<file path="src/rtl/multireceive_if.sv">
// Bundle for the multi-digit symbol link (strobe + 3 data bits + enable)
// and the decoded-result bus presented to the keylock compare logic.
interface multireceive_if;
  logic        enabled;
  logic        in0;
  logic        in1;
  logic        in2;
  logic        controlIn;
  logic [31:0] num;
  logic        done;
  logic        busy;
  logic [2:0]  symCount;
  logic        error;

  modport master (
    output enabled, in0, in1, in2, controlIn,
    input  num, done, busy, symCount, error
  );

  modport slave (
    input  enabled, in0, in1, in2, controlIn,
    output num, done, busy, symCount, error
  );
endinterface

</file>
<file path="src/rtl/multireceive.sv">
// Multi-digit symbol receiver: glitch-filters the strobe, accumulates decimal digits MSD first.
// Optional inter-symbol timeout is compiled in with `define MULTIRECEIVE_TIMEOUT_EN.
module multireceive #(
  parameter int MIN_HIGH    = 1000,
  parameter int NUM_SYMBOLS = 6,
  parameter int TIMEOUT     = 3600000
) (
  input logic           hwclk,
  input logic           reset,
  multireceive_if.slave bus
);

  localparam int HW = $clog2(MIN_HIGH + 1);

  typedef enum logic [2:0] {
    S_IDLE      = 3'd0,
    S_WAIT_HIGH = 3'd1,
    S_FILTER    = 3'd2,
    S_WAIT_LOW  = 3'd3,
    S_COMPLETE  = 3'd4,
    S_ERROR     = 3'd5
  } state_t;

  state_t        state_q, state_d;
  logic [3:0]    sync1_q, sync2_q;
  logic          ctl_s;
  logic [2:0]    sym_s;
  logic [19:0]   acc_q, acc_d;
  logic [2:0]    cnt_q, cnt_d;
  logic [HW-1:0] hcnt_q, hcnt_d;
  logic [31:0]   num_q, num_d;
  logic          done_q, done_d;
  logic          busy_q, busy_d;
  logic          error_q, error_d;
  logic          hit_s;
  logic          accept_s;
  logic          timeout_s;

  // Two-flop synchronizer on the strobe and data bits, all sharing the same delay.
  always_ff @(posedge hwclk or posedge reset) begin
    if (reset) begin
      sync1_q <= 4'd0;
      sync2_q <= 4'd0;
    end else begin
      sync1_q <= {bus.controlIn, bus.in2, bus.in1, bus.in0};
      sync2_q <= sync1_q;
    end
  end

  assign ctl_s    = sync2_q[3];
  assign sym_s    = sync2_q[2:0];
  assign hit_s    = (hcnt_q == HW'(MIN_HIGH));
  assign accept_s = (state_q == S_FILTER) && ctl_s && hit_s;

`ifdef MULTIRECEIVE_TIMEOUT_EN
  logic [31:0] gap_q, gap_d;

  assign timeout_s = (gap_q > 32'(TIMEOUT));

  // Gap counter: idle time between symbols of a started frame, restarted on any state change.
  always_comb begin
    gap_d = 32'd0;
    if (state_d != state_q) begin
      gap_d = 32'd0;
    end else if (((state_q == S_WAIT_HIGH) && (cnt_q != 3'd0)) || (state_q == S_WAIT_LOW)) begin
      gap_d = gap_q + 32'd1;
    end else begin
      gap_d = 32'd0;
    end
  end

  // Gap counter register.
  always_ff @(posedge hwclk or posedge reset) begin
    if (reset) begin
      gap_q <= 32'd0;
    end else begin
      gap_q <= gap_d;
    end
  end
`else
  assign timeout_s = 1'b0;
`endif

  // FSM state register.
  always_ff @(posedge hwclk or posedge reset) begin
    if (reset) begin
      state_q <= S_IDLE;
    end else begin
      state_q <= state_d;
    end
  end

  // FSM next-state logic; a low enable overrides every transition.
  always_comb begin
    state_d = state_q;
    if (!bus.enabled) begin
      state_d = S_IDLE;
    end else begin
      case (state_q)
        S_IDLE: state_d = S_WAIT_HIGH;
        S_WAIT_HIGH: begin
          if (timeout_s) begin
            state_d = S_ERROR;
          end else if (ctl_s) begin
            state_d = S_FILTER;
          end else begin
            state_d = S_WAIT_HIGH;
          end
        end
        S_FILTER: begin
          if (!ctl_s) begin
            state_d = S_WAIT_HIGH;
          end else if (hit_s) begin
            state_d = S_WAIT_LOW;
          end else begin
            state_d = S_FILTER;
          end
        end
        S_WAIT_LOW: begin
          if (timeout_s) begin
            state_d = S_ERROR;
          end else if (!ctl_s) begin
            state_d = (cnt_q == 3'(NUM_SYMBOLS)) ? S_COMPLETE : S_WAIT_HIGH;
          end else begin
            state_d = S_WAIT_LOW;
          end
        end
        S_COMPLETE: state_d = S_COMPLETE;
        S_ERROR:    state_d = S_ERROR;
        default:    state_d = S_IDLE;
      endcase
    end
  end

  // FSM outputs and datapath next values (accumulator, counters, result bus).
  always_comb begin
    acc_d  = acc_q;
    cnt_d  = cnt_q;
    hcnt_d = hcnt_q;
    num_d  = num_q;
    if (!bus.enabled) begin
      acc_d  = 20'd0;
      cnt_d  = 3'd0;
      hcnt_d = '0;
    end else begin
      if ((state_q == S_WAIT_HIGH) && ctl_s) begin
        hcnt_d = HW'(1);
      end else if ((state_q == S_FILTER) && ctl_s && !hit_s) begin
        hcnt_d = hcnt_q + HW'(1);
      end else begin
        hcnt_d = '0;
      end
      // acc*10 as shift-add; digits 0..7 go in unchecked.
      if (accept_s) begin
        acc_d = (acc_q << 3) + (acc_q << 1) + {17'd0, sym_s};
        cnt_d = cnt_q + 3'd1;
      end else begin
        acc_d = acc_q;
        cnt_d = cnt_q;
      end
      if (state_q == S_COMPLETE) begin
        num_d = {12'd0, acc_q};
      end else begin
        num_d = num_q;
      end
    end
    done_d = bus.enabled && (state_q == S_COMPLETE);
    busy_d = (cnt_d != 3'd0) && (state_d != S_COMPLETE) && (state_d != S_ERROR);
`ifdef MULTIRECEIVE_TIMEOUT_EN
    error_d = (state_d == S_ERROR);
`else
    error_d = 1'b0;
`endif
  end

  // Datapath and output registers.
  always_ff @(posedge hwclk or posedge reset) begin
    if (reset) begin
      acc_q   <= 20'd0;
      cnt_q   <= 3'd0;
      hcnt_q  <= '0;
      num_q   <= 32'd0;
      done_q  <= 1'b0;
      busy_q  <= 1'b0;
      error_q <= 1'b0;
    end else begin
      acc_q   <= acc_d;
      cnt_q   <= cnt_d;
      hcnt_q  <= hcnt_d;
      num_q   <= num_d;
      done_q  <= done_d;
      busy_q  <= busy_d;
      error_q <= error_d;
    end
  end

  assign bus.num      = num_q;
  assign bus.done     = done_q;
  assign bus.busy     = busy_q;
  assign bus.symCount = cnt_q;
  assign bus.error    = error_q;

endmodule

</file>
<file path="src/flat_wrapper.sv">
// flat-port wrapper written by rule: the top's interface ports become plain ports
module multireceive_flat 
#(
  parameter int MIN_HIGH    = 1000,
  parameter int NUM_SYMBOLS = 6,
  parameter int TIMEOUT     = 3600000
)
  (hwclk, reset, bus_enabled, bus_in0, bus_in1, bus_in2, bus_controlIn, bus_num, bus_done, bus_busy, bus_symCount, bus_error);
  multireceive_if bus_i ();
  input logic hwclk;
  input logic reset;
  input wire logic [$bits(bus_i.enabled)-1:0] bus_enabled;
  input wire logic [$bits(bus_i.in0)-1:0] bus_in0;
  input wire logic [$bits(bus_i.in1)-1:0] bus_in1;
  input wire logic [$bits(bus_i.in2)-1:0] bus_in2;
  input wire logic [$bits(bus_i.controlIn)-1:0] bus_controlIn;
  output wire logic [$bits(bus_i.num)-1:0] bus_num;
  output wire logic [$bits(bus_i.done)-1:0] bus_done;
  output wire logic [$bits(bus_i.busy)-1:0] bus_busy;
  output wire logic [$bits(bus_i.symCount)-1:0] bus_symCount;
  output wire logic [$bits(bus_i.error)-1:0] bus_error;
  assign bus_i.enabled = bus_enabled;
  assign bus_i.in0 = bus_in0;
  assign bus_i.in1 = bus_in1;
  assign bus_i.in2 = bus_in2;
  assign bus_i.controlIn = bus_controlIn;
  assign bus_num = bus_i.num;
  assign bus_done = bus_i.done;
  assign bus_busy = bus_i.busy;
  assign bus_symCount = bus_i.symCount;
  assign bus_error = bus_i.error;
  multireceive #(.MIN_HIGH(MIN_HIGH), .NUM_SYMBOLS(NUM_SYMBOLS), .TIMEOUT(TIMEOUT)) u_core (.hwclk(hwclk), .reset(reset), .bus(bus_i));
endmodule
</file>
<file path="config.mk">
export PLATFORM = sky130hd
export DESIGN_NAME = multireceive_flat
export DESIGN_NICKNAME = d
export VERILOG_FILES = /design/src/rtl/multireceive_if.sv /design/src/rtl/multireceive.sv /design/src/flat_wrapper.sv
export SDC_FILE = /design/constraint.sdc
export NUM_CORES = 1
export LEC_CHECK = 0
export CAP_MARGIN = 0
export CORE_ASPECT_RATIO = 0.75
export CORE_MARGIN = 1
export CORE_UTILIZATION = 63
export CTS_CLUSTER_DIAMETER = 30
export DETAILED_ROUTE_END_ITERATION = 7
export DONT_BUFFER_PORTS = 1
export PLACE_DENSITY = 0.79
export SYNTH_ARGS = -nofsm -noshare
export SYNTH_HDL_FRONTEND = slang
export SYNTH_SLANG_ARGS = --single-unit
</file>
<file path="constraint.sdc">
create_clock -name hwclk -period 2.4 [get_ports hwclk]
set_input_delay 0.12 -clock hwclk [delete_from_list [all_inputs] [get_ports hwclk]]
set_output_delay 0.12 -clock hwclk [all_outputs]
set_load 0.02 [all_outputs]
</file>
# Yosys cells after proc, flatten, opt, wreduce, memory -nomap -nowiden
# Index checks and enable logic that the tools add are counted.
# word_totals
register_bits,66
latchBits,0
ram_bits,0
rom_bits,0
elab_cells,48
n_memories,0
# classes
add_sub_neg,4
multipliers,0
div,0
magnitude_cmp,0
n_eq_ne,10
shift,0
mux,14
bitwise,0
reduce_logical,11
# ops
op,count
$mux 20,2
$mux 10,3
$add 20x20->20,1
$add 20x3->20,1
$mux 3,6
$pmux 3 s6,1
$add 10x1->10 const B,1
$eq 10x10->1 const B,1
$eq 3x3->1 const B,3
$logic_and 1x1->1,7
$eq 3x2->1 const B,2
$ne 3x3->1 const B,2
$add 3x1->3 const B,1
$eq 3x1->1 const B,1
$logic_not 3->1,1
$reduce_bool 3->1,1
$mux 2,1
$ne 2x1->1 const B,1
$reduce_and 2->1,1
$logic_not 1->1,1
$mux 1,1

# Logic depth before layout (Yosys ltp)
# Gate-level depths: netlist of run 1.
# depth
depth_word,8
depth_mapped,11
depth_no_buf,11

# Least setup slack after synthesis of run 1
# OpenSTA, ideal clock, no wires.
# synth_path
path_kind,register to register
startpoint,register u_core.acc_q[0]
endpoint,register u_core.acc_q[17]
setup_time_ps,121
arrival_time_ps,2058
path_slack_ps,221
path_stages_with_launch,12
path_buffers,0
synth_period_minus_slack_ps,2179
cell_sequence,dfrtp_1 -> ha_1 -> inv_1 -> fa_1 -> nor2b_1 -> o21ai_2 -> a21oi_2 -> o31ai_4 -> o21ai_2 -> a31oi_1 -> xnor2_1 -> a22o_1
# synth_via
elab_chain_len,4
# synth_lines
item,line_no,text
from (decl),multireceive.sv:28,"logic [19:0] acc_q, acc_d;"
from (signal assigned),multireceive.sv:179,acc_q <= 20'd0;
from (signal assigned),multireceive.sv:187,acc_q <= acc_d;
$add 20x20->20,multireceive.sv:155,"acc_d = (acc_q << 3) + (acc_q << 1) + {17'd0, sym_s};"
$add 20x3->20,multireceive.sv:155,
$mux 20,multireceive.sv:154,if (accept_s) begin
$mux 20,multireceive.sv:141,if (!bus.enabled) begin
# No other way between the ends. The select of a mux whose other input is x is not followed.
# A chain may end at the register's enable or synchronous reset.

# Worst setup path in the final report of run 1
# layout_path
startpoint,register u_core.acc_q[1]
endpoint,register u_core.acc_q[18]
# The elaborated chain is that of the path after synthesis.

==> metrics.yaml, run 1 <==
cp_max_fo: 5
synth_top_flop_cell: "dfrtp_1"
core-area_um2: 5350
crit_chain: "ha_1, a21o_1, a21oi_2, o21ai_2, a31o_4, a21oi_4, a211o_1, xor2_1, o21ai_1"
tightest_slew_ps: 529
grt_pass1_vias: 2235
fin_ws_ps: 102
netSwitchingPower_uw: 507
hold_viol: 0
first_pass_iters: 4
synth_compound_area_share_pct: 14.0
port-buffer-count: 0
r2r_setup_slack_ps: 100
combPwrFrac_pct: 3.4
power_uw: 2240
setup.worst_path.start_class: "flip-flop"
slowest_stage: "dfrtp_1"
post_drt_wl_per_cell_um: 14.6
netlist_instances: 327
die_area_um2: 5850
cp.arrival_ps: 2530
dpl.cell_count: 401
synth_xor_xnor_area_share_pct: 6.77
status: "complete, no violations"
relSlewSlack_pct: 64.6
initial_core_util_pct: 65.3
synth-simple-area-share_pct: 12.1
n_fill_cell: 376
fin_crit_ps: 2300
crit_path_end_kind: "flip-flop"
use_met2_pct: 36.5
crit_required_ps: 2630
die_h_um: 66.5
cpPeakStageDelay_ps: 430
synthAdderAreaFrac_pct: 8.45
die_x_um: 88.0
place_hpwl_um: 4590
p_leak_uw: 0.00192
holdCritPathClass: "primary input to flip-flop"
drtIter0Drc: 112
async_reset_ff_share_pct: 100
netlist_area_um2: 3490
layout_commonest_cell: "dfrtp_1"
fmax_ghz: 0.435
clkTransAtPathRegs_ps: 80
clock_latency_ps: 350
num_rows: 23
drc: 0
grt_remaining_overflow: 0
final_antenna_net_count: 0
diodes: 0
pre_cts_ws_ps: -36.5
boundaryPins: 45
clock_sinks: 66
p_int_uw: 1730
power_density_nw_per_um2: 580
final-setup-viol-count: 0
max_cap_viol_count: 0
layout.nets: 375
globalRouteMet1Util_pct: 31.1
synth-warning-count: 0
layoutNonFillerInstCount: 425
worstSetupPathType: "flip-flop to flip-flop"
pwr-share-clk_pct: 46.2
period_share_pct: 95.7
drv_slew: 0
antenna_found_initial: 0
clockBufferDepth: 2
cts_tree: "yes"
area_growth_pct: 10.6
seqPwrFrac_pct: 50.4
yosysUniqueCellTypes: 43
synth_edf_count: 0
grt_usage_pct: 24.2
synth_seq_cells: 66
gp_congestion: 0.828
cts_max_level: 3
drive_above_1_share_pct: 13.7
vdd_ir_drop_max_mv: 0.489
switching_share_pct: 22.7
grt_busiest_layer: "met2"
gr-usage-met3_pct: 10.4
seq_area_frac_synth_pct: 47.3
grt_pass1_wl_um: 10400
syn_area_per_cell_um2: 10.7
via_count: 2341
cts_root_buffer: "clkbuf_8"
synth_mux_area_share_pct: 6.45
fin_skew_ps: 12.9
wirelength_um: 6200
grt_max_degree: 31
rsz0062_at_grt: "no"
cts_buffers: 9
synth_top_family_by_area: "compound AO/OA/AOI/OAI gates"
setup_tns_ps: 0
viasPerCell: 5.51
final_cell_mix: "dfrtp_1, nand2_1, ha_1, nor2_1, o21ai_1"
[per-layer routing]
metal / up-vias / part of all wire (%)
met2: 59 / 46
met1: 1117 / 47
met3: 10 / 5.5
met5: - / 0
met4: 0 / 1.7
li1: 1155 / -
[path summary, 6_finish.rpt]
path                                      endpoint               from  cells past startpoint
worst max-delay path              u_core.acc_q[18]    u_core.acc_q[1]                      9
worst min-delay path              u_core.hcnt_q[1]        bus_enabled                      2
worst max register to register    u_core.acc_q[18]    u_core.acc_q[1]                      9
worst min register to register   u_core.sync2_q[3]  u_core.sync1_q[3]                      0
max in group asynchronous       u_core.bus.num[10]              reset                      3
min in group asynchronous         u_core.hcnt_q[4]              reset                      2
[cell usage after synthesis (4+ instances only)]
master	n	area [um^2]
o21ai_0	7	35.0
a31oi_1	4	25.0
a21o_1	9	67.6
nand2_1	33	124
inv_1	13	48.8
nor2b_1	5	31.3
and3_1	4	25.0
ha_1	22	275
mux2_2	10	113
mux2_1	10	113
dfrtp_1	66	1650
buf_4	13	97.6
a22o_1	6	52.6
nand3_1	8	40.0
nand4_1	5	31.3
o21ai_1	16	80.1
a21oi_1	12	60.1
xor2_1	14	123
clkbuf_1	6	22.5
xnor2_1	13	114
nor2_1	21	78.8
[state kept, by name, summed over array words and instances, names as in the netlist]
name and flops:
u_core.bus.symCount 3, u_core.bus.num 20, u_core.acc_q 20, u_core.sync1_q 4, u_core.bus.busy 1, u_core.bus.done 1, u_core.state_q 3, u_core.sync2_q 4
u_core.hcnt_q 10
[power by group through the flow]
stage	Combinational, uW	Sequential (uW)	Clock, uW
floorplan	70.2	1150	0
global placement	67.4	1150	0
detailed placement	69.3	1150	0
CTS	77.3	1130	1060
global route	87.1	1130	1110
finish	76.2	1130	1030
[cell type report]
type	instances	area [um^2]	share of cell area (%)
multi-input combinational	241	1730	44.7
sequential	66	1650	42.7
clock buffer	9	124	3.21
timing repair buffer	14	120	3.11
clock inverter	7	98.8	2.56
tap	75	93.8	2.43
inverter	13	48.8	1.26
[timing repair]
item,CTS,global route
pin swaps,1,2
endpoints found under the setup margin,1,2
hold buffers,6,0
endpoints found under the hold margin,45,0
resized for setup,0,1
setup buffers,2,0
[cell families (layout without fill, tap and decap cells)]
kind of cell	count (synthesis)	after routing
AOI/OAI and AO/OA	69	69
adders and majority gates	23	23
DFF	66	66
buffers and inverters	32	43
other	1	13
xor gates and xnor gates	27	27
and+or+nand+nor	89	89
muxes	20	20
[critical path: cells and delay by family (launching register included)]
kind / cells / cell delay [ps]
xor+xnor: 1 / 160
flops: 1 / 430
fa+ha+maj: 1 / 380
compound gates: 7 / 1200
[metrics by stage]
step / cell area, um^2 / utilization (%) / hold WS (ps)
detailed placement: 3560 / 66.6 / -25.9
CTS: 3860 / 72.1 / 113
global route: 3860 / 72.2 / 149
finish: 3860 / 72.2 / 113
floorplan: 3540 / - / 151
global placement: 3560 / 66.6 / -29.4
Power figures use the tool's default switching activity.
==> inputs of run 2 (changes only) <==
--- a/config.mk
+++ b/config.mk
@@ -5,14 +5,14 @@
 export SDC_FILE = /design/constraint.sdc
 export NUM_CORES = 1
 export LEC_CHECK = 0
+export BUFFER_PORTS_ARGS = -buffer_cell sky130_fd_sc_hd__buf_2
 export CAP_MARGIN = 0
 export CORE_ASPECT_RATIO = 0.75
 export CORE_MARGIN = 1
-export CORE_UTILIZATION = 63
+export CORE_UTILIZATION = 58
 export CTS_CLUSTER_DIAMETER = 30
 export DETAILED_ROUTE_END_ITERATION = 7
-export DONT_BUFFER_PORTS = 1
-export PLACE_DENSITY = 0.79
+export PLACE_DENSITY = 0.8
 export SYNTH_ARGS = -nofsm -noshare
 export SYNTH_HDL_FRONTEND = slang
 export SYNTH_SLANG_ARGS = --single-unit
==> run 2 against run 1 <==
Clock skew fell by 3.6 ps. The run now ends with DRC left. Final cell count is 7.5% higher. Routed wire length up 3.9%. Cell area grew 4.0%. Sequential share of layout area down 1.6 points. Fmax increased by 0.77%. Utilization shrank 2.8 points. Register-to-register slack improved by 20 ps. Sequential power hardly changed.
==> metrics.yaml, run 2 (same netlist as run 1, synthesis figures left out) <==
layout_commonest_cell: "dfrtp_1"
via_count: 2502  # +6.9%
drv_slew: 0  # unchanged
fmax_ghz: 0.439  # +0.77%
place_area_um2: 3720  # +4.3%
grt_max_degree: 24  # -23%
first_pass_iters: 6  # +2
initial_core_util_pct: 60.3  # -5.0 points
cts_max_level: 3  # unchanged
viasPerCell: 5.47  # -0.61%
clock_latency_ps: 350  # about the same
hold_viol: 0  # unchanged
grt_pass1_vias: 2499  # +12%
violations: "DRC"
wirelength_um: 6450  # +3.9%
grt_remaining_overflow: 0  # unchanged
cts_root_buffer: "clkbuf_8"
drtIter0Drc: 63  # -44%
port-buffer-count: 31  # +31
power_density_nw_per_um2: 560  # -3.4%
worstSetupPathType: "flip-flop to flip-flop"
cp_max_fo: 3  # -2
die_h_um: 69.2  # +4.1%
power_uw: 2250  # +0.50%
crit_path_end_kind: "flip-flop"
clockBufferDepth: 2  # unchanged
p_leak_uw: 0.00207  # +7.7%
drive_above_1_share_pct: 21.1  # +7.4 points
rsz0062_at_grt: "yes"
netSwitchingPower_uw: 495  # -2.4%
holdCritPathClass: "primary input to flip-flop"
max_cap_viol_count: 0  # unchanged
dpl.cell_count: 435  # +8.5%
boundaryPins: 45  # unchanged
cp.arrival_ps: 2520  # about the same
antenna_found_initial: 0  # unchanged
fin_area_um2: 4020  # +4.0%
final_cell_mix: "dfrtp_1, nand2_1, buf_2, nor2_1, ha_1"
fin_crit_ps: 2280  # -17.6 ps
vdd_ir_drop_max_mv: 0.413  # -16%
post_drt_wl_per_cell_um: 14.1  # -3.4%
crit_required_ps: 2640  # about the same
die_x_um: 91.6  # +4.1%
die_area_um2: 6340  # +8.4%
p_int_uw: 1760  # +1.4%
final-setup-viol-count: 0  # unchanged
place_hpwl_um: 4720  # +2.7%
gp_congestion: 0.836  # +1.1%
status: "complete, but fails checks"
diodes: 0  # unchanged
core-area_um2: 5800  # +8.3%
grt_usage_pct: 23.2  # -1.1 points
num_rows: 24  # +4.3%
path_common_cell: "o21ai_2"
cpPeakStageDelay_ps: 360  # -70 ps
seqPwrFrac_pct: 50.1  # -0.3 points
cts_tree: "yes"
final_antenna_net_count: 0  # unchanged
cts_buffers: 9  # unchanged
clock_sinks: 66  # unchanged
tightest_slew_ps: 569  # +40.5 ps
slowest_stage: "dfrtp_1"
area_growth_pct: 15.1
layout.nets: 404  # +7.7%
setup.worst_path.start_class: "flip-flop"
clkTransAtPathRegs_ps: 70  # about the same
switching_share_pct: 22.0  # -0.66 points
period_share_pct: 95.0  # -0.73 points
fin_skew_ps: 9.34  # -3.55 ps
pwr-share-clk_pct: 46.3  # about the same
layoutNonFillerInstCount: 457  # +7.5%
crit_chain: "ha_2, inv_1, fa_2, nor2b_1, o21ai_2, a21oi_2, o31ai_4, o21ai_2, a31oi_1, xnor2_1, a22o_1"
combPwrFrac_pct: 3.6  # +0.2 points
relSlewSlack_pct: 61.9  # -2.7 points
drc: 1  # +1
grt_pass1_wl_um: 11400  # +10%
run 2: final cells by class:
type                            count  area, um^2
Fill cell                         428        1780
Inverter                           13        48.8
Clock buffer                       10         138
Tap cell                           78        97.6
Timing Repair Buffer               43         258
Multi-Input combinational cell    241        1740
Sequential cell                    66        1650
Clock inverter                      6        90.1
run 2: routing by layer:
metal	wire, um	global-route usage (%)
met1	2950	31.0
met2	2990	36.0
met3	367	8.11
met4	137	6.35
met5	0	0
run 2: final timing paths:
| kind | startpoint | endpoint | slack (ps) | cells past startpoint |
|---|---|---|---|---|
| setup / recovery | u_core.acc_q[0] | u_core.acc_q[17] | 120 | 11 |
| hold / removal | bus_enabled | u_core.state_q[0] | 50 | 3 |
| setup reg to reg | u_core.acc_q[0] | u_core.acc_q[17] | 120 | 11 |
| hold reg to reg | u_core.sync1_q[3] | u_core.sync2_q[3] | 360 | 0 |
| max in group asynchronous | reset | u_core.bus.num[11] | 1410 | 4 |
| min in group asynchronous | reset | u_core.sync1_q[2] | 320 | 3 |
run 2: critical path, delay by kind of cell, from the launching register on:
family / cells / cell delay, ps
AO/OA/AOI/OAI: 6 / 910
adder cells (fa/ha/maj): 2 / 540
flip-flops: 1 / 360
AND/OR/NAND/NOR: 1 / 150
XOR/XNOR: 1 / 140
buffers and inverters: 1 / 60
run 2: power groups by stage:
stage	clock network [uW]	logic [uW]	registers [uW]
floorplan	0	70.2	1150
global placement	0	72.6	1150
detailed placement	0	74.5	1150
CTS	1070	80.6	1130
global route	1110	90.7	1130
finish	1040	80.2	1130
run 2: what timing repair did:
action	CTS	global route
pin swaps	0	3
endpoints found under the setup margin	1	4
hold buffers	5	0
buffers inserted	1	0
endpoints found under the hold margin	25	0
gates resized for setup	0	4
run 2: per-stage QoR:
step | hold WS (ps) | TNS, ps | utilization [%] | setup WS [ps]
after floorplan | 151 | 0 | - | 221
after global routing | 41.4 | -10.5 | 69.4 | -10.5
after CTS | 35.6 | 0 | 69.0 | 56.3
final | 54.5 | 0 | 69.4 | 120
after detailed placement | 163 | -2.54 | 64.1 | -2.54
after global placement | 161 | 0 | 64.1 | 117
